==> src/rtl/uart_loader_pkg.sv <==
// Shared types and constants for the UART word loader (byte receiver + frame assembler).
package uart_loader_pkg;

  localparam logic [1:0] SEL_INST  = 2'd3;
  localparam logic [1:0] SEL_MEM   = 2'd1;
  localparam logic [5:0] HDR_MAGIC = 6'b101000;

  typedef enum logic [2:0] {IDLE, START, DATA, PARITY, STOP} byteState_t;
  typedef enum logic [1:0] {HDR, HI, LO} asmState_t;

  // Clock divider for one oversample tick, rounded to nearest.
  function automatic int divFor(input int clkHz, input int baud, input int os);
    return (clkHz + (baud * os) / 2) / (baud * os);
  endfunction

endpackage

==> src/rtl/uart_rx_byte.sv <==
// Oversampling serial byte receiver: rx synchronizer, tick divider, bit FSM.
// UART_LOADER_PARITY_EN adds an even-parity bit between data and stop.
module uart_rx_byte
  import uart_loader_pkg::*;
#(
  parameter int CLK_HZ     = 50_000_000,
  parameter int BAUD       = 115_200,
  parameter int OVERSAMPLE = 16
) (
  input  logic       clk,
  input  logic       reset,
  input  logic       rx,
  output logic       byte_valid,
  output logic [7:0] byte_data,
  output logic       byte_err
);

  localparam int DIV   = divFor(CLK_HZ, BAUD, OVERSAMPLE);
  localparam int DIV_W = $clog2(DIV + 1);
  localparam int TW    = $clog2(OVERSAMPLE);
  localparam logic [DIV_W-1:0] DIV_LAST  = DIV_W'(DIV - 1);
  localparam logic [TW-1:0]    HALF_LAST = TW'(OVERSAMPLE / 2 - 1);
  localparam logic [TW-1:0]    BIT_LAST  = TW'(OVERSAMPLE - 1);

  byteState_t       state, stateNext;
  logic             sync0, sync1, rxPrev;
  logic [DIV_W-1:0] divCnt;
  logic [TW-1:0]    tickCnt;
  logic [2:0]       bitCnt;
  logic [7:0]       shiftReg;
  logic             tick, halfEnd, bitEnd;
  logic             sampleBit, stopOk, stopBad;
  logic             parErr;

  always_ff @(posedge clk or posedge reset) begin
    if (reset) begin
      sync0  <= 1'b1;
      sync1  <= 1'b1;
      rxPrev <= 1'b1;
      divCnt <= '0;
    end else begin
      sync0  <= rx;
      sync1  <= sync0;
      rxPrev <= sync1;
      divCnt <= (divCnt == DIV_LAST) ? '0 : divCnt + DIV_W'(1);
    end
  end

  assign tick    = (divCnt == DIV_LAST);
  assign halfEnd = tick && (tickCnt == HALF_LAST);
  assign bitEnd  = tick && (tickCnt == BIT_LAST);

  always_ff @(posedge clk or posedge reset) begin
    if (reset) state <= IDLE;
    else       state <= stateNext;
  end

  always_comb begin
    stateNext = state;
    case (state)
      IDLE:  if (rxPrev && !sync1) stateNext = START;
      START: if (halfEnd) stateNext = sync1 ? IDLE : DATA;
`ifdef UART_LOADER_PARITY_EN
      DATA:   if (bitEnd && bitCnt == 3'd7) stateNext = PARITY;
      PARITY: if (bitEnd) stateNext = STOP;
`else
      DATA:   if (bitEnd && bitCnt == 3'd7) stateNext = STOP;
`endif
      STOP:  if (bitEnd) stateNext = IDLE;
      default: stateNext = IDLE;
    endcase
  end

  always_comb begin
    sampleBit = (state == DATA) && bitEnd;
    stopOk    = (state == STOP) && bitEnd && sync1 && !parErr;
    stopBad   = (state == STOP) && bitEnd && !(sync1 && !parErr);
  end

  // Tick phase restarts on every state change so each bit is sampled mid-cell.
  always_ff @(posedge clk or posedge reset) begin
    if (reset) begin
      tickCnt    <= '0;
      bitCnt     <= '0;
      byte_valid <= 1'b0;
      byte_err   <= 1'b0;
    end else begin
      if (state == IDLE || state != stateNext || bitEnd) tickCnt <= '0;
      else if (tick)                                     tickCnt <= tickCnt + TW'(1);
      if (state != DATA) bitCnt <= '0;
      else if (bitEnd)   bitCnt <= bitCnt + 3'd1;
      byte_valid <= stopOk;
      byte_err   <= stopBad;
    end
  end

`ifdef UART_LOADER_PARITY_EN
  always_ff @(posedge clk or posedge reset) begin
    if (reset)                           parErr <= 1'b0;
    else if (state == PARITY && bitEnd)  parErr <= sync1 ^ (^shiftReg);
    else if (state == IDLE)              parErr <= 1'b0;
  end
`else
  assign parErr = 1'b0;
`endif

  always_ff @(posedge clk) begin
    if (sampleBit) shiftReg <= {sync1, shiftReg[7:1]};
  end

  assign byte_data = shiftReg;

endmodule

==> src/rtl/uart_word_loader.sv <==
// Assembles {header, hi, lo} serial frames into 16-bit load words for the datapath.
// Optional even parity per byte via UART_LOADER_PARITY_EN.
module uart_word_loader
  import uart_loader_pkg::*;
#(
  parameter int CLK_HZ       = 50_000_000,
  parameter int BAUD         = 115_200,
  parameter int OVERSAMPLE   = 16,
  parameter int TIMEOUT_BITS = 40
) (
  input  logic        clk,
  input  logic        reset,
  input  logic        rx,
  output logic        uart_en,
  output logic [1:0]  uart_sel,
  output logic [15:0] uart_data,
  output logic        busy,
  output logic        frame_err
);

  localparam int TO_CLKS = TIMEOUT_BITS * OVERSAMPLE * divFor(CLK_HZ, BAUD, OVERSAMPLE);
  localparam int TO_W    = $clog2(TO_CLKS + 1);
  localparam logic [TO_W-1:0] TO_LAST = TO_W'(TO_CLKS - 1);

  logic            byteValid, byteErr;
  logic [7:0]      byteData;
  asmState_t       state, stateNext;
  logic [TO_W-1:0] toCnt;
  logic            timeout, hdrMatch;
  logic            enNext, errNext, latchSel, latchHi;
  logic [1:0]      selHold;
  logic [7:0]      hiHold;

  uart_rx_byte #(
    .CLK_HZ    (CLK_HZ),
    .BAUD      (BAUD),
    .OVERSAMPLE(OVERSAMPLE)
  ) rxByte (
    .clk       (clk),
    .reset     (reset),
    .rx        (rx),
    .byte_valid(byteValid),
    .byte_data (byteData),
    .byte_err  (byteErr)
  );

  assign hdrMatch = (byteData[7:2] == HDR_MAGIC);
  assign timeout  = (state != HDR) && (toCnt == TO_LAST);
  assign busy     = (state != HDR);

  always_ff @(posedge clk or posedge reset) begin
    if (reset) state <= HDR;
    else       state <= stateNext;
  end

  always_comb begin
    stateNext = state;
    case (state)
      HDR: if (byteValid && hdrMatch) stateNext = HI;
      HI: begin
        if (byteErr || (timeout && !byteValid)) stateNext = HDR;
        else if (byteValid)                     stateNext = LO;
      end
      LO: if (byteErr || byteValid || timeout) stateNext = HDR;
      default: stateNext = HDR;
    endcase
  end

  always_comb begin
    enNext   = 1'b0;
    errNext  = 1'b0;
    latchSel = 1'b0;
    latchHi  = 1'b0;
    case (state)
      HDR: begin
        latchSel = byteValid && hdrMatch;
        errNext  = byteErr || (byteValid && !hdrMatch);
      end
      HI: begin
        latchHi = byteValid;
        errNext = byteErr || (timeout && !byteValid);
      end
      LO: begin
        enNext  = byteValid;
        errNext = byteErr || (timeout && !byteValid);
      end
      default: ;
    endcase
  end

  // Idle-time counter only runs mid-frame; any received byte restarts it.
  always_ff @(posedge clk or posedge reset) begin
    if (reset)                          toCnt <= '0;
    else if (state == HDR || byteValid) toCnt <= '0;
    else                                toCnt <= toCnt + TO_W'(1);
  end

  always_ff @(posedge clk) begin
    if (latchSel) selHold <= byteData[1:0];
    if (latchHi)  hiHold  <= byteData;
  end

  always_ff @(posedge clk or posedge reset) begin
    if (reset) begin
      uart_en   <= 1'b0;
      frame_err <= 1'b0;
      uart_sel  <= '0;
      uart_data <= '0;
    end else begin
      uart_en   <= enNext;
      frame_err <= errNext;
      if (enNext) begin
        uart_sel  <= selHold;
        uart_data <= {hiHold, byteData};
      end
    end
  end

endmodule

==> config.mk <==
export PLATFORM = sky130hd
export DESIGN_NAME = uart_word_loader
export DESIGN_NICKNAME = d
export VERILOG_FILES = /design/src/rtl/uart_loader_pkg.sv /design/src/rtl/uart_rx_byte.sv /design/src/rtl/uart_word_loader.sv
export SDC_FILE = /design/constraint.sdc
export NUM_CORES = 1
export LEC_CHECK = 0
export CORE_ASPECT_RATIO = 2
export CORE_MARGIN = 2
export CORE_UTILIZATION = 58
export DETAILED_ROUTE_END_ITERATION = 10
export PLACE_DENSITY_LB_ADDON = 0.15
export SLEW_MARGIN = 20
export SYNTH_ARGS = -nofsm -noshare
export SYNTH_HDL_FRONTEND = slang
export SYNTH_SLANG_ARGS = --single-unit
==> constraint.sdc <==
create_clock -name clk -period 2.25 [get_ports clk]
set_input_delay 0.45 -clock clk [delete_from_list [all_inputs] [get_ports clk]]
set_output_delay 0.45 -clock clk [all_outputs]
set_load 0.01 [all_outputs]
### After elaboration in Yosys (flattened, before gate mapping)

Index checks and enable logic that the tools add are counted.

* multiplexer cells: 21
* reductions and logical operators: 29
* equal/unequal tests: 16
* add/subtract/negate cells: 4

Operator list (count)
* $mux W3: 6
* $add A15 B1 Y15 const B: 1
* $eq A15 B15 Y1 const B: 1
* $mux W15: 1
* $logic_and A1 B1 Y1: 12
* $pmux W3 S4: 1
* $mux W2: 5
* $mux W4: 2
* $logic_or A1 B1 Y1: 7
* $eq A3 B3 Y1 const B: 2
* $eq A6 B6 Y1 const B: 1
* $ne A3 B2 Y1 const B: 2
* $pmux W2 S3: 1
* $reduce_bool A2 Y1: 3
* $add A5 B1 Y5 const B: 1
* $eq A5 B5 Y1 const B: 1
* $mux W5: 1
* $add A4 B1 Y4 const B: 1
* $eq A4 B3 Y1 const B: 1
* $eq A4 B4 Y1 const B: 1
* $ne A2 B2 Y1 const B: 2
* $add A3 B1 Y3 const B: 1
* $eq A3 B1 Y1 const B: 1
* $eq A3 B2 Y1 const B: 1
* 10 further kinds: 14

* flip-flop bits (word level): 75
* logic and storage cells: 88
* output and inout port bits: 21
* input bits: 3

### Longest topological paths before layout

* word-level depth: 9
* depth in mapped cells: 7
* mapped depth without buffers: 6

### Modules after synthesis

Synthesis repeated with hierarchy kept, for this count alone.

* cell total of the unflattened synthesis: 254
* area, all modules: 3240.6 µm²

Modules (own cells, without submodules)
* uart_word_loader: area an instance 2006.9 µm², instances 1, seq. area each 1226.2 µm², cells each 155
* uart_rx_byte: area an instance 1233.7 µm², instances 1, seq. area each 744.5 µm², cells each 99

### Least setup slack after synthesis

No wires, ideal clock.

* path kind: register -> register
* from: register rxByte.divCnt[0]
* to: register rxByte.shiftReg[0], in the netlist rxByte.byte_data[0] (enable)
* period minus slack after synthesis: 1.825 ns
* setup slack: 0.425 ns
* setup time: 0.370 ns
* required time: 1.880 ns
* arrival time: 1.455 ns
* stages on the path, launching flop included: 6
* path buffers: 0
* cells stage by stage: dfrtp_1 -> inv_1 -> ha_1 -> and4b_4 -> nand4_4 -> nor2_1

* longest elaborated chain between the ends: 3

Ends and longest elaborated chain
* start: declaration: RTL line uart_rx_byte.sv:27 `logic [DIV_W-1:0] divCnt;`
* start signal: assignment: RTL line uart_rx_byte.sv:45 `divCnt <= (divCnt == DIV_LAST) ? '0 : divCnt + DIV_W'(1);`
* $eq A5 B5 Y1: RTL line uart_rx_byte.sv:49 `assign tick = (divCnt == DIV_LAST);`
* $logic_and A1 B1 Y1: RTL line uart_rx_byte.sv:51 `assign bitEnd = tick && (tickCnt == BIT_LAST);`
* $logic_and A1 B1 Y1: RTL line uart_rx_byte.sv:75 `sampleBit = (state == DATA) && bitEnd;`
* named net rxByte.sampleBit: RTL line uart_rx_byte.sv:32 `logic sampleBit, stopOk, stopBad;`
* end signal: assignment: RTL line uart_rx_byte.sv:108 `if (sampleBit) shiftReg <= {sync1, shiftReg[7:1]};`
* end: declaration: RTL line uart_rx_byte.sv:30 `logic [7:0] shiftReg;`

The timed path passes the listed nets, and every way through them passes these cells.
A chain may end at the register's enable or synchronous reset.

### Worst setup path in the final report

* from: register state[0]
* to: output port busy

* longest elaborated chain between the ends: 1

Ends and longest elaborated chain
* start: declaration: RTL line uart_word_loader.sv:27 `asmState_t state, stateNext;`
* start signal: assignment: RTL line uart_word_loader.sv:53 `else state <= stateNext;`
* $reduce_bool A2 Y1: RTL line uart_word_loader.sv:49 `assign busy = (state != HDR);`
* end: declaration: RTL line uart_word_loader.sv:17 `output logic busy,`

Every way passes these cells.

==> out/metrics.csv <==
stage,metric,value,unit
timing,final-report hold violation count,0,
logic_synthesis,Yosys top cell area share,41.67,%
power_and_ir_drop,maximum VDD drop,529.6,uV
clock_network,Post-CTS Hold Fix Bufs,0,
placement,DP HPWL,3604,um
clock_network,clk slew on worst S/H paths,70,ps
hold_path,Worst Hold Class,flip-flop to flip-flop,
setup_path,reg2reg path depth,6,
routing,# DRC,0,
clock_network,H-tree depth,3,
timing,f_max,0.4545,GHz
global_route,pin count of the biggest net entering global routing,58,
routing,wire per inst,14.85,um
setup_path,crit-path leading delay family,buffers and inverters,
power_and_ir_drop,internal power,1.792,mW
global_route,initial antenna violation count,0,
cells_and_area,layout cell share with drive strength beyond 1,20.07,%
logic_synthesis,synthesis-stage register bit count,75,
power_and_ir_drop,clock share of power,37.2,%
setup_path,"Req. time, crit path",1800,ps
power_and_ir_drop,Psw,0.4726,mW
hold_path,hold path start,rxByte.sync0,
power_and_ir_drop,Leak,1.587,nW
logic_synthesis,"Net Count, Synth",265,
logic_synthesis,most numerous cell in the Yosys netlist,dfrtp_1,
global_route,GRT Residual Overflow,0,
cells_and_area,Final Cell Area,3747,um^2
clock_network,CTS Buffer Depth,2,
routing,post-DR vias/cell,5.709,
cells_and_area,synthesis-to-layout area growth,15.55,%
floorplan,Die ar.,6242,um^2
power_and_ir_drop,sw frac,20.87,%
global_route,Total GRT Usage,19.05,%
global_route,global-route wire length before repair,8914,um
setup_path,worst path arrival time,1750,ps
outcome,status,"complete, no violations",
logic_synthesis,Avg Inst Size Synth,12.87,um^2
logic_synthesis,number of synthesized flops with an enable pin,18,
timing,crit path time final,2200,ps
setup_path,worst reg2reg endpoint,rxByte.byte_data[2],
floorplan,Ports,24,
logic_synthesis,Synth Area in Compound Gates,5.864,%
routing,Vias,2021,
logic_synthesis,Unique masters post-synth,53,
setup_path,Setup crit end,busy,
timing,Post-Route Setup TNS,0,ps
setup_path,r2r startpoint,rxByte.divCnt[0],
floorplan,# rows,38,
setup_path,"Max stage delay cell, worst path",clkdlybuf4s50_1,
placement,placed cell area,3546,um^2
placement,placed cells,332,
cells_and_area,"Cell Count, Final, Fillers Out",354,
logic_synthesis,async set-reset flop share out of synthesis,76.00,%
setup_path,largest fanout on the critical path,8,
setup_path,CP most frequent cell,inv_1,
timing,Clock Skew,5.630,ps
routing,"antenna viol nets, final",0,
cells_and_area,# fillers,417,
setup_path,CP Cell Sequence,"inv_1, ha_2, inv_1, clkdlybuf4s50_1",
job,Max Cap Viol,0,
timing,pin slew with the least headroom to its limit,345.5,ps
global_route,vias in the first global route,2048,
placement,number of port buffers,23,
power_and_ir_drop,P per Cell Area,604.2,nW/um^2
timing,headroom to the max-slew limit,76.76,%
logic_synthesis,Synth area leader,dfrtp_1,
routing,initial DRC count,32,
power_and_ir_drop,Reg power frac,61.6,%
cells_and_area,diode count,0,
timing,crit share post-route,97.79,%
logic_synthesis,multiplexer area fraction after synthesis,7.369,%
power_and_ir_drop,Gate power share,1.2,%
logic_synthesis,adder-cell share of the synthesized area,3.858,%
logic_synthesis,largest family of logic cells by synthesized area,simple AND/OR/NAND/NOR gates,
logic_synthesis,xor/xnor cell area share of the yosys netlist,4.321,%
clock_network,# clock sinks,75,
setup_path,critical path depth,4,
timing,final slew viol count,0,
timing,final setup fails,0,
clock_network,Root Buffer,clkbuf_8,
floorplan,chip height,109.8,um
logic_synthesis,mapped cell area,3243,um^2
logic_synthesis,simple-gate share of the synthesized area,15.28,%
setup_path,critical path buffer and inverter count,3,
logic_synthesis,synth warn,0,
timing,worst hold slack,358.5,ps
logic_synthesis,Post-synth top cells,"54 x dfrtp_1, 29 x nor2_1, 18 x edfxtp_1, 18 x mux2_2",
setup_path,CP Launch Point,state[0],
setup_path,CP max stage delay,550,ps
floorplan,Die Wd,56.88,um
floorplan,Initial Util,59.83,%
routing,DRT Wirelength,5257,um
logic_synthesis,Mapped Cells,252,
floorplan,core area,5420,um^2
clock_network,clock latency at the later pin of the worst-skew pair,340,ps
setup_path,CP Capture Type,primary output,
clock_network,CTS tree,built,
cells_and_area,Post-layout nets,302,
logic_synthesis,ranking of synthesized cells by area,"dfrtp_1 42%, edfxtp_1 17%, mux2_2 6.3%",
routing,Initial DRT Pass Iterations,4,
logic_synthesis,sequential area share after synthesis,60.76,%
power_and_ir_drop,Total Power,2.264,mW
setup_path,Worst setup SP type,flip-flop,
placement,routability-driven placement congestion ratio,0.8320,
setup_path,Setup Crit Path Kind,flip-flop to primary output,
logic_synthesis,"Primary FF master, synth",dfrtp_1,
setup_path,Reg2Reg Setup Slack,440,ps
clock_network,CTS buffer count,9,
[state kept, by name, summed over array words and instances (netlist names)]
signal             cells
uart_data             16
toCnt                 15
hiHold                 8
rxByte.byte_data       8
rxByte.divCnt          5
rxByte.tickCnt         4
rxByte.bitCnt          3
rxByte.state           3
selHold                2
state                  2
uart_sel               2
frame_err              1
rxByte.byte_err        1
rxByte.byte_valid      1
rxByte.rxPrev          1
rxByte.sync0           1
rxByte.sync1           1
uart_en                1
[cells in the final DEF, fill, tap and decap left out, drive strengths merged, types with 9 or more instances in the layout]
master,n
inv,10
dfrtp,54
nand2,9
buf,10
nand3,10
mux2,20
ha,10
nor2,31
a21oi,9
clkdlybuf4s50,23
clkbuf,12
edfxtp,18
[stage by stage]
step / setup slack, ps / utilization, %
4_1_cts: 41.53 / 68.31
2_1_floorplan: 405.3 / -
3_5_place_dp: 348.6 / 65.42
3_3_place_gp: 408.9 / 65.42
6_report: 49.66 / 69.14
5_1_grt: -10.71 / 69.14
[timing repair]
action,in CTS,in global routing
buffers inserted,0,6
setup endpoints to repair,1,1
resized for setup,1,0
[how the worst min path moves through the flow]
stage                         endpoint  cells past startpoint  slack [ps]
after global placement    rxByte.sync1                      0         350
after global routing      rxByte.sync1                      0         360
final                     rxByte.sync1                      0         360
after CTS                 rxByte.sync1                      0         360
after detailed placement  rxByte.sync1                      0         350
after floorplan           rxByte.sync1                      0         350
[per-layer routing]
layer	part of all wire [%]	global-route usage (%)
met3	3.1	6.000
met4	1.6	9.302
met5	0	0
met1	38	18.91
met2	57	35.05
[area by class of cell]
cell class	instances	area, um^2	area share [%]
sequential	75	1971	52.59
multi-input combinational	160	1192	31.82
timing repair buffer	33	317.8	8.481
clock buffer	12	135.1	3.606
tap	60	75.07	2.003
inverter	10	37.54	1.002
clock inverter	4	18.77	0.5008
[cells by family after synthesis]
group / Yosys count
simple gates: 86
flops: 75
compound gates: 27
mux: 21
buf+inv: 17
xor+xnor: 16
fa+ha+maj: 10
[power groups by stage]
stage	combinational, mW	sequential, mW	clock, mW
after floorplan	0.0156	1.42	0
after global placement	0.0296	1.42	0
after detailed placement	0.0298	1.42	0
after CTS	0.0297	1.39	0.864
after global routing	0.0331	1.39	0.918
final	0.0277	1.39	0.842
(Power assumes the default switching activity.)
